File: src/rtl/seg_display_scanner_pkg.sv
// Shared constants and types for the multiplexed 7-segment scanner.
// Segment codes are {g,f,e,d,c,b,a}, active-low (common anode).
package seg_display_scanner_pkg;

    localparam logic [6:0] SEG_D0    = 7'b1000000;
    localparam logic [6:0] SEG_D1    = 7'b1111001;
    localparam logic [6:0] SEG_D2    = 7'b0100100;
    localparam logic [6:0] SEG_D3    = 7'b0110000;
    localparam logic [6:0] SEG_D4    = 7'b0011001;
    localparam logic [6:0] SEG_D5    = 7'b0010010;
    localparam logic [6:0] SEG_D6    = 7'b0000010;
    localparam logic [6:0] SEG_D7    = 7'b1111000;
    localparam logic [6:0] SEG_D8    = 7'b0000000;
    localparam logic [6:0] SEG_D9    = 7'b0010000;
    localparam logic [6:0] SEG_MINUS = 7'b0111111;
    localparam logic [6:0] SEG_BLANK = 7'h7F;

    typedef enum logic [1:0] {
        IDLE,
        SHIFT,
        DONE
    } state_e;

endpackage

File: src/rtl/seg_display_scanner_if.sv
// Load/busy handshake carrying the signed value to be displayed.
// The producer drives value/load; the scanner reports busy.
interface seg_display_scanner_if #(
    parameter int W = 16
) ();
    logic [W-1:0] value;
    logic         load;
    logic         busy;

    modport master (output value, output load, input busy);
    modport slave  (input value, input load, output busy);
endinterface

File: src/rtl/seg_display_scanner_seg7_decode.sv
// Combinational digit/minus/blank to active-low segment pattern.
// Blank wins over minus, minus wins over the BCD code.
module seg7_decode
    import seg_display_scanner_pkg::*;
(
    input  logic [3:0] code_i,
    input  logic       blank_i,
    input  logic       minus_i,
    output logic [6:0] seg_o
);

    always_comb begin
        seg_o = SEG_BLANK;
        if (blank_i) begin
            seg_o = SEG_BLANK;
        end else if (minus_i) begin
            seg_o = SEG_MINUS;
        end else begin
            case (code_i)
                4'd0:    seg_o = SEG_D0;
                4'd1:    seg_o = SEG_D1;
                4'd2:    seg_o = SEG_D2;
                4'd3:    seg_o = SEG_D3;
                4'd4:    seg_o = SEG_D4;
                4'd5:    seg_o = SEG_D5;
                4'd6:    seg_o = SEG_D6;
                4'd7:    seg_o = SEG_D7;
                4'd8:    seg_o = SEG_D8;
                4'd9:    seg_o = SEG_D9;
                default: seg_o = SEG_BLANK;
            endcase
        end
    end

endmodule

File: src/rtl/seg_display_scanner.sv
// Signed value to BCD (sequential double-dabble) and multiplexed
// 7-segment scan with sign and leading-zero blanking.
module seg_display_scanner
    import seg_display_scanner_pkg::*;
#(
    parameter int W      = 16,
    parameter int DIGITS = 8
) (
    input  logic                  clk,
    input  logic                  rst,
    input  logic                  scan_clk,
    seg_display_scanner_if.slave  bus,
    output logic [6:0]            seg,
    output logic                  dp,
    output logic [DIGITS-1:0]     an
);

    localparam int NBCD = ((W - 1) * 30103) / 100000 + 1;
    localparam int NB   = NBCD * 4;
    localparam int IW   = $clog2(DIGITS);
    localparam int CW   = $clog2(W);

    logic              sync1_q, sync2_q, prev_q;
    logic              tick;
    logic              en_q;
    logic [IW-1:0]     idx_q, idx_nx;
    logic [DIGITS-1:0] an_q;
    logic [6:0]        seg_q, seg_nx;

    state_e            state_q, state_d;
    logic [CW-1:0]     cnt_q, cnt_d;
    logic [W-1:0]      mag_q, mag_d;
    logic [NB-1:0]     bcd_q, bcd_d, bcd_adj;
    logic              sign_q, sign_d;
    logic [NB-1:0]     dsp_bcd_q, dsp_bcd_d;
    logic              dsp_sign_q, dsp_sign_d;

    logic              nz;
    logic [IW-1:0]     m;
    logic [3:0]        code;
    logic              show_num, minus_sel, blank_sel;

    assign tick    = sync2_q & ~prev_q;
    assign bus.busy = (state_q != IDLE);
    assign dp      = 1'b1;
    assign an      = an_q;
    assign seg     = seg_q;

    always_ff @(posedge clk or negedge rst) begin
        if (!rst) begin
            sync1_q <= 1'b0;
            sync2_q <= 1'b0;
            prev_q  <= 1'b0;
        end else begin
            sync1_q <= scan_clk;
            sync2_q <= sync1_q;
            prev_q  <= sync2_q;
        end
    end

    // The first tick after reset lights digit 0; later ticks advance.
    always_comb begin
        idx_nx = '0;
        if (en_q) begin
            idx_nx = (idx_q == IW'(DIGITS - 1)) ? '0 : idx_q + 1'b1;
        end
    end

    always_comb begin
        nz   = |dsp_bcd_q;
        m    = '0;
        code = '0;
        for (int i = 0; i < NBCD; i++) begin
            if (dsp_bcd_q[i*4 +: 4] != 4'd0) m = IW'(i);
            if (idx_nx == IW'(i)) code = dsp_bcd_q[i*4 +: 4];
        end
        show_num  = (idx_nx <= m);
        minus_sel = !show_num && dsp_sign_q && nz
                    && (idx_nx == m + IW'(1));
        blank_sel = !show_num && !minus_sel;
    end

    seg7_decode u_dec (
        .code_i  (code),
        .blank_i (blank_sel),
        .minus_i (minus_sel),
        .seg_o   (seg_nx)
    );

    always_ff @(posedge clk or negedge rst) begin
        if (!rst) begin
            en_q  <= 1'b0;
            idx_q <= '0;
            an_q  <= '1;
            seg_q <= SEG_BLANK;
        end else if (tick) begin
            en_q  <= 1'b1;
            idx_q <= idx_nx;
            an_q  <= ~(DIGITS'(1) << idx_nx);
            seg_q <= seg_nx;
        end
    end

    always_ff @(posedge clk or negedge rst) begin
        if (!rst) begin
            state_q    <= IDLE;
            cnt_q      <= '0;
            mag_q      <= '0;
            bcd_q      <= '0;
            sign_q     <= 1'b0;
            dsp_bcd_q  <= '0;
            dsp_sign_q <= 1'b0;
        end else begin
            state_q    <= state_d;
            cnt_q      <= cnt_d;
            mag_q      <= mag_d;
            bcd_q      <= bcd_d;
            sign_q     <= sign_d;
            dsp_bcd_q  <= dsp_bcd_d;
            dsp_sign_q <= dsp_sign_d;
        end
    end

    always_comb begin
        state_d    = state_q;
        cnt_d      = cnt_q;
        mag_d      = mag_q;
        bcd_d      = bcd_q;
        sign_d     = sign_q;
        dsp_bcd_d  = dsp_bcd_q;
        dsp_sign_d = dsp_sign_q;
        bcd_adj    = bcd_q;
        unique case (state_q)
            IDLE: begin
                if (bus.load) begin
                    sign_d  = bus.value[W-1];
                    mag_d   = bus.value[W-1] ? (~bus.value + 1'b1)
                                             : bus.value;
                    bcd_d   = '0;
                    cnt_d   = '0;
                    state_d = SHIFT;
                end
            end
            SHIFT: begin
                for (int i = 0; i < NBCD; i++) begin
                    if (bcd_adj[i*4 +: 4] >= 4'd5)
                        bcd_adj[i*4 +: 4] = bcd_adj[i*4 +: 4] + 4'd3;
                end
                {bcd_d, mag_d} = {bcd_adj, mag_q} << 1;
                cnt_d = cnt_q + 1'b1;
                if (cnt_q == CW'(W - 1)) state_d = DONE;
            end
            DONE: begin
                dsp_bcd_d  = bcd_q;
                dsp_sign_d = sign_q;
                state_d    = IDLE;
            end
            default: state_d = IDLE;
        endcase
    end

endmodule

File: src/flat_wrapper.sv
// flat-port wrapper written by rule: the top's interface ports become plain ports
module seg_display_scanner_flat import seg_display_scanner_pkg::*;
#(
    parameter int W      = 16,
    parameter int DIGITS = 8
)
  (clk, rst, scan_clk, seg, dp, an, bus_value, bus_load, bus_busy);
  seg_display_scanner_if #(.W(W)) bus_i ();
  input  logic clk;
  input  logic rst;
  input  logic scan_clk;
  output logic [6:0] seg;
  output logic dp;
  output logic [DIGITS-1:0] an;
  input wire logic [$bits(bus_i.value)-1:0] bus_value;
  input wire logic [$bits(bus_i.load)-1:0] bus_load;
  output wire logic [$bits(bus_i.busy)-1:0] bus_busy;
  assign bus_i.value = bus_value;
  assign bus_i.load = bus_load;
  assign bus_busy = bus_i.busy;
  seg_display_scanner #(.W(W), .DIGITS(DIGITS)) u_core (.clk(clk), .rst(rst), .scan_clk(scan_clk), .bus(bus_i), .seg(seg), .dp(dp), .an(an));
endmodule
File: config.mk
export PLATFORM = sky130hd
export DESIGN_NAME = seg_display_scanner_flat
export DESIGN_NICKNAME = d
export VERILOG_FILES = /design/src/rtl/seg_display_scanner_pkg.sv /design/src/rtl/seg_display_scanner_if.sv /design/src/rtl/seg_display_scanner_seg7_decode.sv /design/src/rtl/seg_display_scanner.sv /design/src/flat_wrapper.sv
export SDC_FILE = /design/constraint.sdc
export NUM_CORES = 1
export LEC_CHECK = 0
export ABC_AREA = 0
export CAP_MARGIN = 0
export CELL_PAD_IN_SITES_DETAIL_PLACEMENT = 0
export CELL_PAD_IN_SITES_GLOBAL_PLACEMENT = 1
export CORE_MARGIN = 4
export CORE_UTILIZATION = 49
export CTS_CLUSTER_SIZE = 28
export DETAILED_ROUTE_END_ITERATION = 10
export HOLD_SLACK_MARGIN = 0.12
export PLACE_DENSITY_LB_ADDON = 0.08
export SLEW_MARGIN = 20
export SYNTH_ARGS = -nofsm -noshare
export SYNTH_HDL_FRONTEND = slang
export SYNTH_SLANG_ARGS = --single-unit
File: constraint.sdc
create_clock -name clk -period 6.9 [get_ports clk]
set_input_delay 1.38 -clock clk [delete_from_list [all_inputs] [get_ports clk]]
set_output_delay 1.38 -clock clk [all_outputs]
set_load 0.02 [all_outputs]
# After elaboration in Yosys (flattened, before gate mapping)
# Memories as Yosys holds them, arrays and structs flattened.
# Index checks and enable logic that the tools add are counted.
# totals
wordCells	92
output_inout_bits	17
register_bits	86
memories	1
inputBits	20
rom_bits	112
# memory_table
memory	depth	word_bits	read_ports	rd_clocked_by_memory_dff	wr	line	rtl
(name not given)	16	7	1	0	0	seg_display_scanner_seg7_decode.sv:19	case (code_i)
# classes
order_cmp	6
mux	28
n_shift	1
n_reduce_logical	18
eq_ne	11
n_addsub	9
bitwise	4
# op_table
op	n
$mux W4	10
$pmux W20 S2	1
$mux W16	2
$pmux W16 S2	1
$ge A4 B3 Y1 const B	5
$mux W20	1
$reduce_or A20 Y1	1
$add A16 B1 Y16 const B	1
$add A4 B2 Y4 const B	4
$not A16 Y16	1
$reduce_bool A4 Y1	4
$mux W7	2
$mux W3	4
$mux W2	4
$not A8 Y8	1
$pmux W4 S2	1
$shl A1 B3 Y8 const A	1
$add A3 B1 Y3 const B	2
$eq A3 B2 Y1 const B	2
$eq A3 B3 Y1 const B	2
$reduce_and A2 Y1	3
$add A4 B1 Y4 const B	1
$eq A4 B4 Y1 const B	1
$logic_and A1 B1 Y1	4
16 further kinds	18

# Logic depth before layout (Yosys ltp)
# logic_depth
depth_word	13
ltp_mapped	13
depth_no_buf	12

# Cells and area by module
# A second synthesis with hierarchy kept.
# hier_totals
hier_cells	487
area_unflattened_um2	4848.4
# by_module_without_submodules
module	area_each_um2	n_inst	cells_per_inst	seq_area_each_um2
seg_display_scanner	4611.9	1	457	2170.8
seg7_decode	236.5	1	30	0.0

# Worst setup path after synthesis
# OpenSTA, ideal clock, no wires.
# synth_path
path_type	register to register
startpoint	register u_core.idx_q[0]
endpoint	register u_core.seg_q[6] (netlist: u_core.seg[6])
t_arrival_ps	2928
synth_period_minus_slack_ps	3012
path_stages_with_launch	12
setup_time_ps	84
slack_ps	3888
required_time_ps	6816
path_buffers	0
cell_sequence	dfrtp_1 -> ha_1 -> ha_1 -> nand2b_1 -> a211oi_1 -> o21ai_0 -> a222oi_1 -> inv_1 -> ha_1 -> mux2_2 -> a211oi_1 -> o21ai_1
# synth_between
elab_chain_cells	12
word_cells_on_any_way	25
classes_between	1 x add/sub; 1 x order compare; 6 x eq/ne; 9 x mux; 7 x reduce/logical; 1 x memory
# synth_lines
element	line	rtl
from (decl)	seg_display_scanner.sv:26	logic [IW-1:0] idx_q, idx_nx;
from (signal assigned)	seg_display_scanner.sv:98	idx_q <= idx_nx;
$add A3 B1 Y3 or $eq A3 B3 Y1 (tied branches)	seg_display_scanner.sv:65	idx_nx = (idx_q == IW'(DIGITS - 1)) ? '0 : idx_q + 1'b1;
$mux W3 *	seg_display_scanner.sv:65	
$mux W3 *	seg_display_scanner.sv:64	if (en_q) begin
$logic_not A3 Y1	seg_display_scanner.sv:75	if (idx_nx == IW'(i)) code = dsp_bcd_q[i*4 +: 4];
$mux W4 (5 in a row)	seg_display_scanner.sv:75	
$mem_v2 Z16 W7	n/a	
$mux W7	seg_display_scanner_seg7_decode.sv:16	end else if (minus_i) begin
$mux W7 *	seg_display_scanner_seg7_decode.sv:14	if (blank_i) begin
to (signal assigned)	seg_display_scanner.sv:100	seg_q <= seg_nx;
to (decl)	seg_display_scanner.sv:28	logic [6:0] seg_q, seg_nx;
# Every way passes the cells marked *; elsewhere a longest branch is shown, timed or not.
# A chain may end at the register's enable or synchronous reset.

# Worst setup path after layout
# Ends and elaborated chain as after synthesis.

==> impl_results.md <==
* PortBufs at 35
* Starting density of the core at 0.500
* Setup TNS Final at 0 ns
* Synthesized area at 4600 sq um
* Number of flops mapped to enable cells by yosys at 0
* Deepest clock path buffer count at 2
* Fin crit share at 0.541
* Clock skew at 0.00694 ns
* Max-cap viol count at 0
* Fin crit period at about 3.7 ns
* Fin area at between 5000 and 6000 sq um
* FP Rows at 35
* CTS Buf Count at 9
* Iteration-0 DRC Markers at between 100 and 150
* Leading register cell type out of synthesis: dfrtp_1
* Post-synth top area cell: dfrtp_1
* FILL cells at about 840
* Cell with the most instances after synthesis: dfrtp_1
* CTS Hold Bufs at 0
* RSZ-0062 raised after global routing: false
* Min-Delay Startpoint: u_core.sync1_q
* Htree depth at 3
* Worst reg2reg path depth at 11
* Worst skew pair latency at around 0.35 ns
* Worst Path Class, Setup: reg2reg
* Commonest cells in the netlist: dfrtp_1 (71), o21ai_0 (56), nand2_1 (50)
* Via density at between 5 and 6
* Yosys reg bits at 86
* Worst-path clk slew at ~0.090 ns
* Post-Synth Simple-Gate Area at 0.150
* Ant. Diodes at 0
* Post-Synth XOR/XNOR Area at 0.0515
* Nets@finish at between 500 and 600
* R2r endpoint: u_core.seg[6]
* Io pins at 37
* Wire per inst at around 16 microns
* Rel. slew slack at 0.351
* Async S/R FF share, synth at 1.00
* Die Y at 105 microns
* Register Area at 2170 sq um
* Postcts setup bufs at 0
* Synth Area per Inst at 9.61 sq um
* Synth Area in Adders at 0.0490
* Core area at ~9000 sq um
* Largest family of logic cells by synthesized area: compound AO/OA/AOI/OAI gates
* LEAKAGE at roughly 2.2 nW
* Largest cells by area after synthesis: dfrtp_1 (39%), dfstp_2 (8.6%), o21ai_0 (6.1%)
* Setup crit start kind: register
* Arr. time, crit path at ~4 ns
* Initial antenna violation count at 0
* First-pass GRT wire length at 16900 microns
* WL met2 at about 4800 microns
* WP data required at between 7 and 8 ns
* Gr ovfl total at 0
* Routed length on met3 at roughly 360 microns
* Highest routed layer: met4
* Die Span X at about 100 microns
* Fmax at roughly 270 MHz
* # DRC at 0
* Synth Area in Compound Gates at 0.198
* Share of post-route cells with drive strength above 1 at 0.108
* Max IR drop VDD at about 0.22 mV
* Worst reg2reg path startpoint: u_core.idx_q[0]
* Vias in the first global route at approximately 3500
* Initial DRT Pass Iterations at 4
* Layout area overhead at 13.4%
* Clock sinks at between 80 and 90
* Post-synth cell types at 57
* DP HPWL at 7070 microns
* Crit end category: register
* Vias at 3549
* Final wirelength at around 9900 microns
* Largest net degree at the start of global routing at 65
* Cts repair resizes at 0
* Mux share of post-synthesis cell area at 0.0359
* Worst slew pin tran at 0.973 ns
* Multi-input gate area at around 2200 sq um
* Yosys top cell area share at 0.387
* Met1 wire length at approximately 4700 microns
* Placed standard-cell area at 5000 sq um
* Hold Fails Final Rpt at 0
* Post-synthesis sequential area ratio at 0.472
* Crit path max fanout at 15
* Hold path cells at 0
* Slew Viols, Final at 0
* CTS tree: built
* Die area at ~11000 sq um
* Final setup viols at 0
* GRT Overall Usage at 0.187
* Ys Warns at 0
* Routed Antenna Nets at 0
* Power per Cell Area at approximately 450 nW/um^2
* Root buffer cell: clkbuf_8
* Synth Instances at approximately 480
* Worst hold path type: reg2reg
* Syn Nets at a little over 500
* Min-Delay Endpoint: u_core.sync2_q
* RePlAce Congestion at 0.831
* Outcome: finished clean
* R2R setup slack at approximately 3.2 ns
## state kept, by name, indices dropped and copies added (netlist names)
register / flops
u_core.idx_q: 3
u_core.dsp_bcd_q: 20
u_core.mag_q: 16
u_core.prev_q: 1
u_core.an: 8
u_core.en_q: 1
u_core.dsp_sign_q: 1
u_core.sync1_q: 1
u_core.sign_q: 1
u_core.cnt_q: 4
u_core.sync2_q: 1
u_core.seg: 7
u_core.state_q: 2
u_core.bcd_q: 20
## worst max-delay path by stage
| stage | from | to | slack [ns] | cells after the start |
|---|---|---|---|---|
| 3_5_place_dp | u_core.idx_q[0] | u_core.seg[6] | 3.24 | 11 |
| 2_1_floorplan | u_core.idx_q[0] | u_core.seg[6] | 3.89 | 11 |
| 5_1_grt | u_core.idx_q[0] | u_core.seg[6] | 2.90 | 11 |
| 3_3_place_gp | u_core.idx_q[0] | u_core.seg[6] | 3.41 | 11 |
| 4_1_cts | u_core.idx_q[0] | u_core.seg[6] | 3.21 | 11 |
| 6_report | u_core.idx_q[0] | u_core.seg[6] | 3.16 | 11 |
## worst max-delay path: stages, from the launching register on
cell and delay [ns]:
dfrtp_1 0.58, ha_1 0.31, ha_1 0.39, nand2b_1 0.24
a211oi_1 0.24, o21ai_0 0.12, a222oi_1 0.89, inv_1 0.10
ha_1 0.23, mux2_2 0.26, a211oi_1 0.22, o21ai_1 0.08
## kinds of logic after synthesis
logic type | count (synthesis)
AOI/OAI and AO/OA | 142
xor gates and xnor gates | 27
adders and majority gates | 18
buffers and inverters | 46
DFF | 86
muxes | 15
other | 1
and+or+nand+nor | 143
## layout by cell type (no fill, tap or decap), types with 15 or more instances in the layout
cell type        instances
nand3_1                 18
a21oi_1                 18
o21ai_0                 56
nor2_1                  31
inv_1                   18
clkdlybuf4s50_1         34
dfstp_2                 15
ha_1                    18
nand2_1                 50
dfrtp_1                 71
xnor2_1                 15
## area by class of cell
cell class	instances	share of cell area
multi-input cells	346	0.428
flip-flops and latches	86	0.416
repair buffers	41	0.0754
well taps	111	0.0266
clock buffers	10	0.0264
inverters	19	0.0139
clock inverters	6	0.0137
## routing by layer
layer / global-route usage / up-vias
li1: - / 1746
met1: 0.250 / 1734
met2: 0.315 / 61
met3: 0.0327 / 8
met4: 0.0487 / 0
met5: 0 / -
## where the power goes
| group | switching (mW) | leakage (nW) | internal [mW] | total [mW] |
|---|---|---|---|---|
| combinational | 0.621 | 1.10 | 0.478 | 1.10 |
| sequential | 0.155 | 1.03 | 0.714 | 0.869 |
| clock | 0.187 | 0.0987 | 0.179 | 0.366 |
| total | 0.963 | 2.22 | 1.37 | 2.33 |
## through the flow
stage / utilization / total power [mW] / setup WS, ns / hold WS (ns) / cells
3_5_place_dp: 0.544 / 1.98 / 3.24 / 0.337 / 603
5_1_grt: 0.567 / 2.54 / 2.90 / 0.375 / 619
6_report: 0.567 / 2.33 / 3.16 / 0.355 / 619
4_1_cts: 0.567 / 2.35 / 3.21 / 0.359 / 619
3_3_place_gp: 0.544 / 1.94 / 3.41 / 0.334 / 603
2_1_floorplan: - / 1.68 / 3.89 / 0.331 / 478
No activity file was read; power rests on OpenSTA's default activity.
